`src/rtl/lcd_readback_if.sv`:
```
// Byte stream plus KS0108 parallel bus of the LCD readback engine.
interface lcd_readback_if;
  logic [7:0] out_data;
  logic       out_valid;
  logic       out_ready;
  logic       out_last;
  logic [1:0] LCD_cs;
  logic       LCD_di;
  logic       LCD_rw;
  logic       LCD_en;
  logic [7:0] LCD_data_out;
  logic       LCD_data_oe;
  logic [7:0] LCD_data_in;

  modport master (
    output out_data, out_valid, out_last,
    output LCD_cs, LCD_di, LCD_rw, LCD_en, LCD_data_out, LCD_data_oe,
    input  out_ready, LCD_data_in
  );

  modport slave (
    input  out_data, out_valid, out_last,
    input  LCD_cs, LCD_di, LCD_rw, LCD_en, LCD_data_out, LCD_data_oe,
    output out_ready, LCD_data_in
  );
endinterface

```
`src/rtl/lcd_readback.sv`:
```
// Reads the two-chip KS0108 display RAM back and streams it as bytes (page, chip, column order).
// Define LCD_READBACK_BUSY_EN to poll the panel busy flag instead of inserting WAIT_CYC idle cycles.
module lcd_readback #(
  parameter int PAGES        = 8,
  parameter int COLS         = 64,
  parameter int BUSY_TIMEOUT = 255,
  parameter int WAIT_CYC     = 4
) (
  input  logic           clk,
  input  logic           rst_n,
  input  logic           start,
  output logic           busy,
  output logic           err,
  lcd_readback_if.master bus
);
`ifdef LCD_READBACK_BUSY_EN
  localparam bit BUSY_MODE = 1'b1;
`else
  localparam bit BUSY_MODE = 1'b0;
`endif
  // One counter serves either the idle wait or the busy-poll count.
  localparam logic [7:0] CNT_LAST  = BUSY_MODE ? 8'(BUSY_TIMEOUT - 1) : 8'(WAIT_CYC - 1);
  localparam logic [2:0] PAGE_LAST = 3'(PAGES - 1);
  localparam logic [5:0] COL_LAST  = 6'(COLS - 1);

  localparam logic [2:0] S_IDLE   = 3'd0;
  localparam logic [2:0] S_SETPG  = 3'd1;
  localparam logic [2:0] S_SETCOL = 3'd2;
  localparam logic [2:0] S_DUMMY  = 3'd3;
  localparam logic [2:0] S_READ   = 3'd4;
  localparam logic [2:0] S_OWAIT  = 3'd5;
  localparam logic [2:0] S_DONE   = 3'd6;

  localparam logic [2:0] PH_PRE = 3'd0;
  localparam logic [2:0] PH_PHI = 3'd1;
  localparam logic [2:0] PH_PHO = 3'd2;
  localparam logic [2:0] PH_SU  = 3'd3;
  localparam logic [2:0] PH_HI  = 3'd4;
  localparam logic [2:0] PH_HO  = 3'd5;

  logic [2:0] r_state;
  logic [2:0] r_phase;
  logic [7:0] r_cnt;
  logic [2:0] r_page;
  logic       r_chip;
  logic [5:0] r_col;
  logic [7:0] r_odata;
  logic       r_valid;
  logic       r_last;
  logic       r_err;
`ifdef LCD_READBACK_BUSY_EN
  logic       r_stat;
`endif
  logic       w_acc;
  logic       w_xfer;
  logic       w_poll;
  logic       w_wr;

  assign w_acc  = (r_state == S_SETPG) || (r_state == S_SETCOL) ||
                  (r_state == S_DUMMY) || (r_state == S_READ);
  assign w_xfer = w_acc && ((r_phase == PH_SU) || (r_phase == PH_HI) || (r_phase == PH_HO));
  assign w_poll = BUSY_MODE && w_acc && !w_xfer;
  assign w_wr   = (r_state == S_SETPG) || (r_state == S_SETCOL);

  assign busy          = (r_state != S_IDLE);
  assign err           = r_err;
  assign bus.out_data  = r_odata;
  assign bus.out_valid = r_valid;
  assign bus.out_last  = r_last;

  // Chip stays selected while waiting on the consumer; DONE/IDLE release the bus.
  assign bus.LCD_cs       = (w_acc || (r_state == S_OWAIT)) ? (r_chip ? 2'b10 : 2'b01) : 2'b00;
  assign bus.LCD_di       = w_xfer && !w_wr;
  assign bus.LCD_rw       = (w_xfer && !w_wr) || w_poll;
  assign bus.LCD_en       = w_acc && ((r_phase == PH_HI) || (r_phase == PH_PHI));
  assign bus.LCD_data_oe  = w_xfer && w_wr;
  assign bus.LCD_data_out = !(w_xfer && w_wr)   ? 8'h00 :
                            (r_state == S_SETPG) ? {5'b10111, r_page} : 8'h40;

  always_ff @(posedge clk or negedge rst_n) begin
    if (!rst_n) begin
      r_state <= S_IDLE;
      r_phase <= PH_PRE;
      r_cnt   <= '0;
      r_page  <= '0;
      r_chip  <= 1'b0;
      r_col   <= '0;
      r_odata <= '0;
      r_valid <= 1'b0;
      r_last  <= 1'b0;
      r_err   <= 1'b0;
`ifdef LCD_READBACK_BUSY_EN
      r_stat  <= 1'b0;
`endif
    end else begin
      case (r_state)
        S_IDLE: if (start) begin
          r_state <= S_SETPG;
          r_phase <= PH_PRE;
          r_cnt   <= '0;
          r_page  <= '0;
          r_chip  <= 1'b0;
          r_col   <= '0;
          r_err   <= 1'b0;
        end
        S_SETPG, S_SETCOL, S_DUMMY, S_READ: begin
          case (r_phase)
`ifdef LCD_READBACK_BUSY_EN
            PH_PRE: r_phase <= PH_PHI;
            PH_PHI: begin
              r_stat  <= bus.LCD_data_in[7];
              r_phase <= PH_PHO;
            end
            PH_PHO: begin
              if (!r_stat) begin
                r_cnt   <= '0;
                r_phase <= PH_SU;
              end else if (r_cnt == CNT_LAST) begin
                r_err   <= 1'b1;
                r_valid <= 1'b0;
                r_cnt   <= '0;
                r_phase <= PH_PRE;
                r_state <= S_DONE;
              end else begin
                r_cnt   <= r_cnt + 8'd1;
                r_phase <= PH_PRE;
              end
            end
`else
            PH_PRE: begin
              if (r_cnt == CNT_LAST) begin
                r_cnt   <= '0;
                r_phase <= PH_SU;
              end else begin
                r_cnt   <= r_cnt + 8'd1;
              end
            end
`endif
            PH_SU: r_phase <= PH_HI;
            PH_HI: begin
              r_phase <= PH_HO;
              if (r_state == S_READ) r_odata <= bus.LCD_data_in;
            end
            PH_HO: begin
              r_phase <= PH_PRE;
              case (r_state)
                S_SETPG:  r_state <= S_SETCOL;
                S_SETCOL: r_state <= S_DUMMY;
                S_DUMMY:  r_state <= S_READ;
                default: begin
                  r_state <= S_OWAIT;
                  r_valid <= 1'b1;
                  r_last  <= r_chip && (r_page == PAGE_LAST) && (r_col == COL_LAST);
                end
              endcase
            end
            default: r_phase <= PH_PRE;
          endcase
        end
        // The panel Y counter already advanced on the read, so the next READ needs no re-address.
        S_OWAIT: if (bus.out_ready) begin
          r_valid <= 1'b0;
          r_last  <= 1'b0;
          if (r_col != COL_LAST) begin
            r_col   <= r_col + 6'd1;
            r_state <= S_READ;
          end else begin
            r_col   <= '0;
            r_state <= S_SETPG;
            if (!r_chip) begin
              r_chip <= 1'b1;
            end else begin
              r_chip <= 1'b0;
              if (r_page == PAGE_LAST) r_state <= S_DONE;
              else r_page <= r_page + 3'd1;
            end
          end
        end
        S_DONE:  r_state <= S_IDLE;
        default: r_state <= S_IDLE;
      endcase
    end
  end
endmodule

```
`src/flat_wrapper.sv`:
```
// flat-port wrapper written by rule: the top's interface ports become plain ports
module lcd_readback_flat 
#(
  parameter int PAGES        = 8,
  parameter int COLS         = 64,
  parameter int BUSY_TIMEOUT = 255,
  parameter int WAIT_CYC     = 4
)
  (clk, rst_n, start, busy, err, bus_out_data, bus_out_valid, bus_out_last, bus_LCD_cs, bus_LCD_di, bus_LCD_rw, bus_LCD_en, bus_LCD_data_out, bus_LCD_data_oe, bus_out_ready, bus_LCD_data_in);
  lcd_readback_if bus_i ();
  input  logic clk;
  input  logic rst_n;
  input  logic start;
  output logic busy;
  output logic err;
  output wire logic [$bits(bus_i.out_data)-1:0] bus_out_data;
  output wire logic [$bits(bus_i.out_valid)-1:0] bus_out_valid;
  output wire logic [$bits(bus_i.out_last)-1:0] bus_out_last;
  output wire logic [$bits(bus_i.LCD_cs)-1:0] bus_LCD_cs;
  output wire logic [$bits(bus_i.LCD_di)-1:0] bus_LCD_di;
  output wire logic [$bits(bus_i.LCD_rw)-1:0] bus_LCD_rw;
  output wire logic [$bits(bus_i.LCD_en)-1:0] bus_LCD_en;
  output wire logic [$bits(bus_i.LCD_data_out)-1:0] bus_LCD_data_out;
  output wire logic [$bits(bus_i.LCD_data_oe)-1:0] bus_LCD_data_oe;
  input wire logic [$bits(bus_i.out_ready)-1:0] bus_out_ready;
  input wire logic [$bits(bus_i.LCD_data_in)-1:0] bus_LCD_data_in;
  assign bus_out_data = bus_i.out_data;
  assign bus_out_valid = bus_i.out_valid;
  assign bus_out_last = bus_i.out_last;
  assign bus_LCD_cs = bus_i.LCD_cs;
  assign bus_LCD_di = bus_i.LCD_di;
  assign bus_LCD_rw = bus_i.LCD_rw;
  assign bus_LCD_en = bus_i.LCD_en;
  assign bus_LCD_data_out = bus_i.LCD_data_out;
  assign bus_LCD_data_oe = bus_i.LCD_data_oe;
  assign bus_i.out_ready = bus_out_ready;
  assign bus_i.LCD_data_in = bus_LCD_data_in;
  lcd_readback #(.PAGES(PAGES), .COLS(COLS), .BUSY_TIMEOUT(BUSY_TIMEOUT), .WAIT_CYC(WAIT_CYC)) u_core (.clk(clk), .rst_n(rst_n), .start(start), .busy(busy), .err(err), .bus(bus_i));
endmodule
```
`config.mk`:
```
export PLATFORM = sky130hd
export DESIGN_NAME = lcd_readback_flat
export DESIGN_NICKNAME = d
export VERILOG_FILES = /design/src/rtl/lcd_readback_if.sv /design/src/rtl/lcd_readback.sv /design/src/flat_wrapper.sv
export SDC_FILE = /design/constraint.sdc
export NUM_CORES = 1
export LEC_CHECK = 0
export ABC_AREA = 1
export ABC_CLOCK_PERIOD_IN_PS = 1590
export BUFFER_PORTS_ARGS = -buffer_cell sky130_fd_sc_hd__buf_2
export CORE_ASPECT_RATIO = 0.75
export CORE_MARGIN = 2
export CORE_UTILIZATION = 45
export DETAILED_ROUTE_END_ITERATION = 8
export PLACE_DENSITY = 0.69
export SYNTH_ARGS = -nofsm -noshare
export SYNTH_HDL_FRONTEND = slang
export SYNTH_SLANG_ARGS = --single-unit
```
`constraint.sdc`:
```
create_clock -name clk -period 1.59 [get_ports clk]
set_input_delay 0 -clock clk [delete_from_list [all_inputs] [get_ports clk]]
set_output_delay 0 -clock clk [all_outputs]
set_load 0.02 [all_outputs]
```
# --- Word level (Yosys, flattened, before mapping) ---
# Cells that the tools add are included.
totals:
  regBits: 34
  out_inout_bits: 26
  wordCells: 105
  inputBits: 12
classes:
  reduce_logical: 30
  muxes: 41
  n_addsub: 3
  n_eq_ne: 22
op_table:
  columns: ["operator", "count"]
  rows:
  - ["$mux W8", 5]
  - ["$mux W3", 12]
  - ["$pmux W3 S3", 3]
  - ["$mux W6", 3]
  - ["$pmux W8 S2", 1]
  - ["$eq A3 B3 Y1 const B", 5]
  - ["$reduce_and A3 Y1", 5]
  - ["$ne A2 B2 Y1 const B", 6]
  - ["$pmux W3 S2", 2]
  - ["$pmux W6 S2", 1]
  - ["$eq A3 B2 Y1 const B", 3]
  - ["$mux W1", 9]
  - ["$add A8 B1 Y8 const B", 1]
  - ["$eq A8 B2 Y1 const B", 1]
  - ["$reduce_and A4 Y1", 2]
  - ["$logic_or A1 B1 Y1", 7]
  - ["$add A6 B1 Y6 const B", 1]
  - ["$eq A3 B1 Y1 const B", 2]
  - ["$eq A6 B6 Y1 const B", 1]
  - ["$logic_and A1 B1 Y1", 6]
  - ["$logic_not A3 Y1", 2]
  - ["$ne A6 B6 Y1 const B", 1]
  - ["$pmux W1 S2", 3]
  - ["$reduce_and A6 Y1", 1]
  - ["9 further kinds", 13]

# --- Depth between registers and ports, before layout ---
# Gate-level depths: netlist of the first run.
depth:
  depth_word: 7
  ltp_mapped: 10
  depth_no_buf: 9

# --- Worst setup path after synthesis of the first run ---
# No wires, ideal clock.
synth_path:
  path_kind: "flip-flop to output port"
  startpoint: "register u_core.r_state[0]"
  endpoint: "output port bus_LCD_rw"
  n_path_buf: 3
  arrival_time_ns: 1.526
  t_required_ns: 1.590
  path_stages_with_launch: 9
  setup_slack_ns: 0.064
  cell_sequence: "dfrtp_1 > buf_6 > nor2_4 > nand2_2 > nand2_2 > buf_6 > nand2_1 > nor2_1 > buf_4"
synth_between:
  elab_chain_len: 6
  word_cells_on_any_way: 10
  classes_between: "eq/ne: 4; reduce/logical: 6"
synth_lines:
  columns: ["element", "line_no", "source"]
  rows:
  - ["start: declaration", "lcd_readback.sv:41", "logic [2:0] r_state;"]
  - ["start signal: assignment", "lcd_readback.sv:82", "r_state <= S_IDLE;"]
  - ["start signal: assignment", "lcd_readback.sv:98", "r_state <= S_SETPG;"]
  - ["start signal: assignment", "lcd_readback.sv:147", "S_SETPG: r_state <= S_SETCOL;"]
  - ["$eq A3 B1 Y1 or $eq A3 B2 Y1 (tied branches)", "lcd_readback.sv:59, lcd_readback.sv:63", null]
  - ["$logic_or A1 B1 Y1", "lcd_readback.sv:59, lcd_readback.sv:63", null]
  - ["$logic_or A1 B1 Y1", "lcd_readback.sv:59", "assign w_acc = (r_state == S_SETPG) || (r_state == S_SETCOL) ||"]
  - ["$logic_or A1 B1 Y1", "lcd_readback.sv:60", "(r_state == S_DUMMY) || (r_state == S_READ);"]
  - ["$logic_and A1 B1 Y1", "lcd_readback.sv:61", "assign w_xfer = w_acc && ((r_phase == PH_SU) || (r_phase == PH_HI) || (r_phase == PH_HO));"]
  - ["$logic_and A1 B1 Y1 *", null, null]
  - ["end: declaration", "flat_wrapper.sv:21", "output wire logic [$bits(bus_i.LCD_rw)-1:0] bus_LCD_rw;"]
# Every way passes the cells marked *; elsewhere a longest branch is shown, timed or not.

# --- Worst setup path after layout of the first run ---
layout_path:
  startpoint: "register u_core.r_phase[1]"
  endpoint: "output port bus_LCD_data_out[1]"
layout_between:
  elab_chain_len: 6
  word_cells_on_any_way: 8
  classes_between: "eq/ne: 3; mux: 1; reduce/logical: 4"
layout_lines:
  columns: ["element", "line_no", "source"]
  rows:
  - ["start: declaration", "lcd_readback.sv:42", "logic [2:0] r_phase;"]
  - ["start signal: assignment", "lcd_readback.sv:83", "r_phase <= PH_PRE;"]
  - ["start signal: assignment", "lcd_readback.sv:99", "r_phase <= PH_PRE;"]
  - ["start signal: assignment", "lcd_readback.sv:133", "r_phase <= PH_SU;"]
  - ["$eq A3 B2 Y1 or $eq A3 B3 Y1 (tied branches)", "lcd_readback.sv:61", null]
  - ["$logic_or A1 B1 Y1", "lcd_readback.sv:61", null]
  - ["$logic_or A1 B1 Y1 *", "lcd_readback.sv:61", null]
  - ["$logic_and A1 B1 Y1 *", "lcd_readback.sv:61", null]
  - ["$logic_and A1 B1 Y1 *", "lcd_readback.sv:77", "assign bus.LCD_data_out = !(w_xfer && w_wr) ? 8'h00 :"]
  - ["$mux W8 *", "lcd_readback.sv:77", null]
  - ["end: declaration", "flat_wrapper.sv:23", "output wire logic [$bits(bus_i.LCD_data_out)-1:0] bus_LCD_data_out;"]
# Marked as above.

==> results of run 1 <==
path summary, 6_finish.rpt:
| path | from | end | slack [ns] | depth (start not counted) |
|---|---|---|---|---|
| setup / recovery | u_core.r_phase[1]$_DFFE_PN0P_ | bus_LCD_data_out[1] | -0.05 | 7 |
| max in group asynchronous | rst_n | u_core.r_phase[2]$_DFFE_PN0P_ | 0.95 | 3 |
| hold / removal | start | u_core.r_phase[2]$_DFFE_PN0P_ | 0.20 | 4 |
| min in group asynchronous | rst_n | u_core.r_cnt[4]$_DFFE_PN0P_ | 0.28 | 3 |
| hold reg to reg | u_core.bus.out_data[2]$_DFFE_PN0P_ | u_core.bus.out_data[2]$_DFFE_PN0P_ | 0.47 | 2 |
| setup reg to reg | u_core.r_phase[1]$_DFFE_PN0P_ | u_core.bus.out_data[7]$_DFFE_PN0P_ | 0.09 | 7 |
timing repair:
item                                    CTS  global route
pin swaps                                 0             6
hold buffers                             10             0
endpoints found under the setup margin   12            22
endpoints found under the hold margin    44             0
setup buffers                             1             6
gates cloned                              0             0
resized for setup                        11            31
power breakdown:
part	switching [W]	leakage [nW]	internal, W
Combinational	0.00171	1.01	0.000960
Sequential	0.000271	0.428	0.00113
Clock	0.000308	0.0575	0.000437
Total	0.00229	1.49	0.00253
layout make-up:
class                   instances  area [um^2]
fillers                       404         1760
multi-input cells             210         1132
flip-flops and latches         34        854.6
repair buffers                 60        442.9
inverters                      38        147.6
clock buffers                   8        110.1
well taps                      57        71.32
per-layer routing:
metal | vias up | wire length (um) | track usage
li1 | 1038 | - | -
met2 | 45 | 2200 | 0.2850
met1 | 922 | 2464 | 0.2733
met5 | - | 0 | 0
met4 | 0 | 34 | 0.04637
met3 | 6 | 246 | 0.04393
synth_stat cells (all sizes together):
| master | number |
|---|---|
| nand2 | 101 |
| nor2 | 29 |
| buf | 9 |
| xor2 | 3 |
| nand3 | 40 |
| o211ai | 1 |
| inv | 37 |
| o21ai | 8 |
| dfrtp | 34 |
| or2 | 3 |
| conb | 1 |
| nor3 | 2 |
| mux2i | 1 |
| clkinv | 1 |
| a21o | 1 |
| o22ai | 1 |
| a21oi | 3 |
| nand3b | 1 |
| ha | 4 |
| nand4 | 11 |
logic make-up after synthesis:
group	synth area share
other	0.001749
DFF	0.3967
xor gates and xnor gates	0.01225
and+or+nand+nor	0.4177
adders and majority gates	0.02334
AOI/OAI and AO/OA	0.03909
muxes	0.004668
buffers and inverters	0.1044
cell usage in the layout (no fill, tap or decap), types with 7 or more instances in the layout:
cell type / synthesis / layout
nor2_4: 4 / 8
nand2_2: 9 / 9
nand2_1: 89 / 85
nand4_1: 11 / 11
nor2_1: 23 / 19
dfrtp_1: 34 / 31
inv_1: 35 / 34
nand2_4: 3 / 7
clkbuf_8: 0 / 8
nand3_1: 37 / 37
buf_6: 3 / 8
dlygate4sd3_1: 0 / 10
buf_4: 6 / 17
buf_2: 0 / 25
through the flow:
step / TNS (ns) / power [W]
finish: -0.2754 / 0.004821
global route: -1.229 / 0.005224
detailed placement: 0 / 0.003733
CTS: 0 / 0.004579
floorplan: 0 / 0.003176
global placement: 0 / 0.003713
state kept, by name (all words and copies together), names as in the netlist:
| register | flops |
|---|---|
| u_core.r_page | 3 |
| u_core.bus.out_last | 1 |
| u_core.r_cnt | 8 |
| u_core.bus.out_valid | 1 |
| u_core.r_phase | 3 |
| u_core.r_state | 3 |
| u_core.r_chip | 1 |
| u_core.r_col | 6 |
| u_core.bus.out_data | 8 |
tightest hold or removal path: stages:
cell	delay [ns]
buf_2	0.07
inv_1	0.07
o21ai_2	0.21
o22ai_1	0.08
==> impl_metrics.toml, run 1 <==
[cts]
clockRootBuffer = "clkbuf_8"
cts_tree = "built"
htree_levels = 2
cts_buffer_depth = 2
path_clk_slew_ns = 0.07
cts_num_sinks = 34
cts_buffers = 5
clk_latency_ns = 0.28

[setup_path]
cp-start-kind = "flop"
cp_data_arrival_time_ns = 1.64
worst-path-max-fanout = 4
slowest_delay_ns = 0.41
cp_data_required_time_ns = 1.59
crit_buf_inv = 1
path_cells = "or2_4 > nor2_4 > nor2_4 > nand2_4 > nand2_4 > nor2_1 > buf_4"
endpoint_kind = "output port"
crit_family = "simple AND/OR/NAND/NOR gates"
worstSetupPathType = "flop to output port"
worst_path_max_delay_cell = "dfrtp_1"

[layout]
n_antenna_cell = 0
final_layout_size_suffix_gt1_frac = 0.2800
fin_util = 0.6105
layout.cells.non_filler = 407
fin_area_mm2 = 0.002759
final_nets = 365
synthToLayoutAreaGrowth_pct = 28.65

[timing]
fin_ws_ns = -0.04611
clock_skew_ns = 0.007069
fin_crit_sh = 1.029
hold_viol = 0
setup_viol = 11
period_needed_ns = 1.636
rsz0062_at_grt = "true"
drv_slew = 0
fmax_mhz = 611.2
holdWs_ns = 0.1969

[floorplanning]
start_util = 0.4745
placementRows = 21
io_pins = 38
die_h_um = 63.79
die-area_mm2 = 0.005340
die_w_um = 83.72
core_region_area_mm2 = 0.004519

[synth]
ys_ff_latch = 34
syn_nets = 307
ys_warn_count = 0
synth_cell_types = 32
synthCells = 291
seq_area_frac_synth = 0.3967
synth_area_mm2 = 0.002145
synth_top_cell_area_share = 0.3967
post_synth_main_area_contributors = "dfrtp_1 40%, nand2_1 16%, nand3_1 8.6%, inv_1 6.1%, nor2_1 4.0%"
synth.avg_cell_area_um2 = 7.370
synth_top_cell_by_area = "dfrtp_1"

[routing]
wl_um = 4945
vias = 2011
firstDrtPassIters = 4
wl_per_cell_um = 12.15
drt_iter0_markers = 107
via_per_inst = 4.941
drc = 0
drt.antenna.violating_nets = 0

[hold_path]
hp-class = "primary input to flop"

[placement]
place_area_mm2 = 0.002370
hpwl_um = 3392
placed_cells = 382
gp_congestion = 0.8793
numPortBuffers = 36
dp_slack_ns = 0.03286

[grt]
grt_pass1_vias = 1773
antenna_found_initial = 0
overflow = 0
grt_start_max_net_pins = 35
grt_first_pass_wirelength_um = 8162
grtUsageTotal = 0.1881

[run_status]
status = "complete, but fails checks"
violations = "negative setup slack"

[run]
drv_cap = 0

[power_and_ir_drop]
leakage_nw = 1.492
power.density_mw_per_mm2 = 1747
vdd_drop_max_uv = 1076
(Power assumes the default switching activity.)
==> inputs of run 2 (changes only) <==
- ABC_CLOCK_PERIOD_IN_PS: 1590 -> 1400
- PLACE_DENSITY: 0.69 -> 0.72
- clock period: 1.59 -> 1.4 ns (I/O delays scaled with it)
==> impl_metrics.toml, run 2 (synthesized netlist as in run 1, its figures left out) <==
[run_status]
status = "complete, but fails checks"
violations = "negative setup slack"

[power_and_ir_drop]
p_clk_frac = 0.107
power.density_mw_per_mm2 = 2194
vdd_drop_max_uv = 1272
power.internal_w = 0.003802
pwr-share-comb = 0.680
power.switching_w = 0.003557
seq_power_share = 0.212
leakage_nw = 1.698
swShare = 0.4834

[layout]
final_layout_size_suffix_gt1_frac = 0.4367
fin_util = 0.7422
mostFrequentLayoutCell = "nand2_1"
synthToLayoutAreaGrowth_pct = 56.42
final_nets = 402
n_antenna_cell = 0
final_cell_mix = "79 x nand2_1, 33 x buf_4, 31 x buf_6, 31 x dfrtp_1, 29 x inv_1"

[timing]
fmax_mhz = 598.0
fin_ws_ns = -0.2723
setup_viol = 37
period_needed_ns = 1.672
clock_skew_ns = 0.009773
drv_slew = 0
hold_viol = 0
rsz0062_at_grt = "true"
fin_crit_sh = 1.195

[grt]
antenna_found_initial = 0
grtUsageTotal = 0.2311
grt_pass1_vias = 2180
grt_first_pass_wirelength_um = 9908
grt_start_max_net_pins = 35
overflow = 0

[setup_path]
rr_startpoint = "u_core.r_phase[1]$_DFFE_PN0P_"
cp_data_required_time_ns = 1.40
crit_buf_inv = 4
rr_worst_depth = 8
slowest_delay_ns = 0.47
path_cells = "inv_4 > buf_4 > nand3_1 > inv_1 > nand2_4 > nor2_1 > buf_4"
endpoint_kind = "output port"
worstSetupPathType = "flop to output port"
crit_top_cell = "buf_4"
reg2reg_slack_ns = -0.23
r2r-end = "u_core.r_phase[1]$_DFFE_PN0P_"
worst_path_max_delay_cell = "dfrtp_2"
worst-path-max-fanout = 4
cp-start-kind = "flop"
cp_data_arrival_time_ns = 1.67
crit_family = "buffers and inverters"

[cts]
cts_buffers = 5
cts_tree = "built"
clockRootBuffer = "clkbuf_8"
clk_latency_ns = 0.29
path_clk_slew_ns = 0.08
cts_num_sinks = 34
htree_levels = 2
cts_buffer_depth = 2

[placement]
gp_congestion = 0.8254
numPortBuffers = 36
dp_slack_ns = -0.06729
hpwl_um = 3626

[routing]
drt.antenna.violating_nets = 0
firstDrtPassIters = 5
wl_per_cell_um = 16.55
via_per_inst = 5.493
wl_um = 7350
drc = 0
vias = 2439
drt_iter0_markers = 300

[floorplanning]
placementRows = 21
die_w_um = 83.72
core_region_area_mm2 = 0.004519
io_pins = 38
die_h_um = 63.79
start_util = 0.4745
die-area_mm2 = 0.005340

[hold_path]
hp-class = "primary input to asynchronous set/reset pin"

[run]
drv_cap = 0
## run 2: metrics by stage
stage               setup TNS [ns]  power [W]  hold WS (ns)  instances  area (um^2)
floorplan                 -0.01214   0.003616       -0.2956        291         2147
global placement           -0.1211   0.004623       0.06752        404         2537
detailed placement         -0.2469   0.004680       0.06641        404         2537
CTS                         -2.881   0.006270        0.2077        440         3044
global route                -7.216   0.007729        0.2908        444         3354
finish                      -4.931   0.007359        0.2695        444         3354
## run 2: power by group through the flow
stage          sequential [W]  combinational, W  clock (W)
4_1_cts               0.00151           0.00396   0.000801
5_1_grt               0.00160           0.00529   0.000843
3_5_place_dp          0.00154           0.00314          0
3_3_place_gp          0.00153           0.00309          0
6_report              0.00156           0.00501   0.000790
2_1_floorplan         0.00164           0.00198          0
## run 2: how the worst max path moves through the flow
stage	depth (start not counted)	slack, ns	to	startpoint
6_report	7	-0.27	bus_LCD_data_out[2]	u_core.r_state[2]$_DFFE_PN0P_
5_1_grt	7	-0.32	bus_LCD_data_out[1]	u_core.r_state[2]$_DFFE_PN0P_
4_1_cts	7	-0.25	bus_LCD_data_out[1]	u_core.r_phase[1]$_DFFE_PN0P_
3_5_place_dp	7	-0.07	u_core.r_col[0]$_DFFE_PN0P_	u_core.r_state[2]$_DFFE_PN0P_
3_3_place_gp	7	-0.05	u_core.r_state[2]$_DFFE_PN0P_	u_core.r_state[2]$_DFFE_PN0P_
2_1_floorplan	7	-0.01	bus_LCD_rw	u_core.r_phase[0]$_DFFE_PN0P_
## run 2: routing by layer
| layer | part of all wire | wire [um] | global-route usage | vias to the layer above |
|---|---|---|---|---|
| met5 | 0 | 0 | 0 | - |
| li1 | - | - | - | 1112 |
| met4 | 0.038 | 276 | 0.06048 | 0 |
| met1 | 0.39 | 2858 | 0.2967 | 1151 |
| met3 | 0.073 | 540 | 0.05297 | 37 |
| met2 | 0.50 | 3675 | 0.3970 | 139 |
## run 2: cell type report
type | instances | area [um^2]
timing repair buffer | 97 | 842.1
multi-input combinational | 210 | 1331
tap | 57 | 71.32
fill | 286 | 1165
clock inverter | 2 | 12.51
inverter | 38 | 160.2
clock buffer | 6 | 82.58
sequential | 34 | 854.6
## run 2: worst register-to-register path, cell delays in order (launching register included)
cell and delay, ns:
dfrtp_1 0.41, or2_4 0.28, buf_4 0.14, buf_6 0.11
nor2_4 0.15, buf_6 0.12, nand3_4 0.10, nand3b_1 0.13
nand2_1 0.07
## run 2: timing repair
item                                   4_1_cts  5_1_grt
resized for setup                           53       69
buffers inserted                            19        6
pin swaps                                   14       30
gates cloned                                 0        1
hold buffers                                10        0
setup endpoints to repair                   22       49
endpoints found under the hold margin       44        0
==> inputs of run 3 (changes only) <==
- BUFFER_PORTS_ARGS: -buffer_cell sky130_fd_sc_hd__buf_2 -> -buffer_cell sky130_fd_sc_hd__buf_4
==> impl_metrics.toml, run 3 (synthesized netlist as in run 1, its figures left out) <==
[layout]
final_nets = 400
fin_area_mm2 = 0.003405
final_layout_size_suffix_gt1_frac = 0.4338
final_cell_mix = "78 x nand2_1, 54 x buf_4, 31 x nand3_1, 31 x dfrtp_1, 29 x buf_6"
n_fill_cell = 297
synthToLayoutAreaGrowth_pct = 58.75
mostFrequentLayoutCell = "nand2_1"
layout.cells.non_filler = 442
n_antenna_cell = 0

[placement]
place_area_mm2 = 0.002613
numPortBuffers = 36
placed_cells = 402
hpwl_um = 3726
gp_congestion = 0.8747

[setup_path]
rr_worst_depth = 10
r2r-end = "u_core.r_phase[0]$_DFFE_PN0P_"
cp-start-kind = "flop"
path_cells = "inv_4 > buf_4 > nand3_1 > nand2_2 > buf_12 > nor2_4 > buf_6"
endpoint_kind = "output port"
cp_data_arrival_time_ns = 1.64
cp_data_required_time_ns = 1.40
worstSetupPathType = "flop to output port"
crit_buf_inv = 4
worst_path_max_delay_cell = "dfrtp_2"
slowest_delay_ns = 0.43
reg2reg_slack_ns = -0.23
crit_family = "buffers and inverters"
worst-path-max-fanout = 4
rr_startpoint = "u_core.r_state[1]$_DFFE_PN0P_"

[cts]
clockRootBuffer = "clkbuf_8"
htree_levels = 2
cts_buffer_depth = 2
path_clk_slew_ns = 0.08
cts_buffers = 5
cts_num_sinks = 34
cts_tree = "built"
clk_latency_ns = 0.30

[hold_path]
hp-class = "primary input to asynchronous set/reset pin"

[floorplanning]
io_pins = 38
die-area_mm2 = 0.005340
placementRows = 21
die_h_um = 63.79
core_region_area_mm2 = 0.004519
die_w_um = 83.72
start_util = 0.4745

[timing]
period_needed_ns = 1.639
rsz0062_at_grt = "true"
setup_viol = 43
drv_slew = 0
clock_skew_ns = 0.008705
fin_ws_ns = -0.2387
fmax_mhz = 610.2
hold_viol = 0
fin_crit_sh = 1.171

[grt]
grt_start_max_net_pins = 35
overflow = 0
grt_pass1_vias = 2047
grtUsageTotal = 0.2291
grt_first_pass_wirelength_um = 9646
antenna_found_initial = 0

[power_and_ir_drop]
power.density_mw_per_mm2 = 2245
vdd_drop_max_uv = 1192
leakage_nw = 1.718
finalPower_w = 0.007644

[routing]
drt_iter0_markers = 123
drc = 0
wl_per_cell_um = 15.31
firstDrtPassIters = 4
drt.antenna.violating_nets = 0
via_per_inst = 5.222
wl_um = 6769
vias = 2308

[run_status]
status = "complete, but fails checks"
violations = "negative setup slack"

[run]
drv_cap = 0
-- run 3: per-stage QoR --
stage	TNS [ns]	hold slack [ns]	util	worst slack (ns)
2_1_floorplan	-0.01214	-0.2956	-	-0.01214
3_3_place_gp	-0.1316	-0.01680	0.5781	-0.04317
3_5_place_dp	-0.4274	-0.01924	0.5781	-0.04812
4_1_cts	-2.557	0.2023	0.6764	-0.2050
5_1_grt	-7.310	0.2541	0.7533	-0.3016
6_report	-4.599	0.1825	0.7533	-0.2387
-- run 3: metal layers --
layer  up-vias  global-route usage  routed length (um)  share of wire
li1       1114                   -                   -              -
met1      1075              0.2965                2740           0.40
met2        90              0.3610                3361           0.50
met3        29             0.07364                 425          0.063
met4         0             0.08669                 241          0.036
met5         -                   0                   0              0
-- run 3: area by class of cell --
type	instances	area, um^2	area share
multi-input combinational	210	1324	0.3888
clock buffer	5	68.82	0.02021
inverter	38	160.2	0.04704
sequential	34	854.6	0.2510
tap	57	71.32	0.02095
timing repair buffer	95	857.1	0.2517
clock inverter	3	68.82	0.02021
-- run 3: where the power goes --
part | switching [W] | internal, W | total, W
Clock | 0.000410 | 0.000714 | 0.00112
Sequential | 0.000293 | 0.00128 | 0.00158
Combinational | 0.00278 | 0.00217 | 0.00495
-- run 3: how the worst max path moves through the flow --
stage,from,to,slack (ns),cells after the start
2_1_floorplan,u_core.r_phase[0]$_DFFE_PN0P_,bus_LCD_rw,-0.01,7
3_3_place_gp,u_core.r_state[2]$_DFFE_PN0P_,u_core.r_state[1]$_DFFE_PN0P_,-0.04,7
3_5_place_dp,u_core.r_phase[1]$_DFFE_PN0P_,bus_LCD_data_out[1],-0.05,7
4_1_cts,u_core.r_phase[1]$_DFFE_PN0P_,bus_LCD_data_out[1],-0.20,7
5_1_grt,u_core.r_state[2]$_DFFE_PN0P_,bus_LCD_data_oe,-0.30,7
6_report,u_core.r_state[2]$_DFFE_PN0P_,bus_LCD_di,-0.24,7
-- run 3: timing repair --
item                                    in CTS  in global routing
pin swaps                                   14                 20
resized for setup                           39                 65
buffers inserted                             9                 12
gates cloned                                 1                  0
hold buffers                                10                  0
hold endpoints to repair                    44                  0
endpoints found under the setup margin      29                 47
-- run 3: worst reg2reg max path, cell delays in order, from the launching register on --
cell	delay [ns]
dfrtp_2	0.46
clkinv_4	0.12
nand2_4	0.09
nand2_4	0.07
nand2_4	0.08
buf_6	0.13
clkinvlp_4	0.15
o21ai_2	0.17
nand2_2	0.11
nand2_1	0.09
nand2_1	0.06
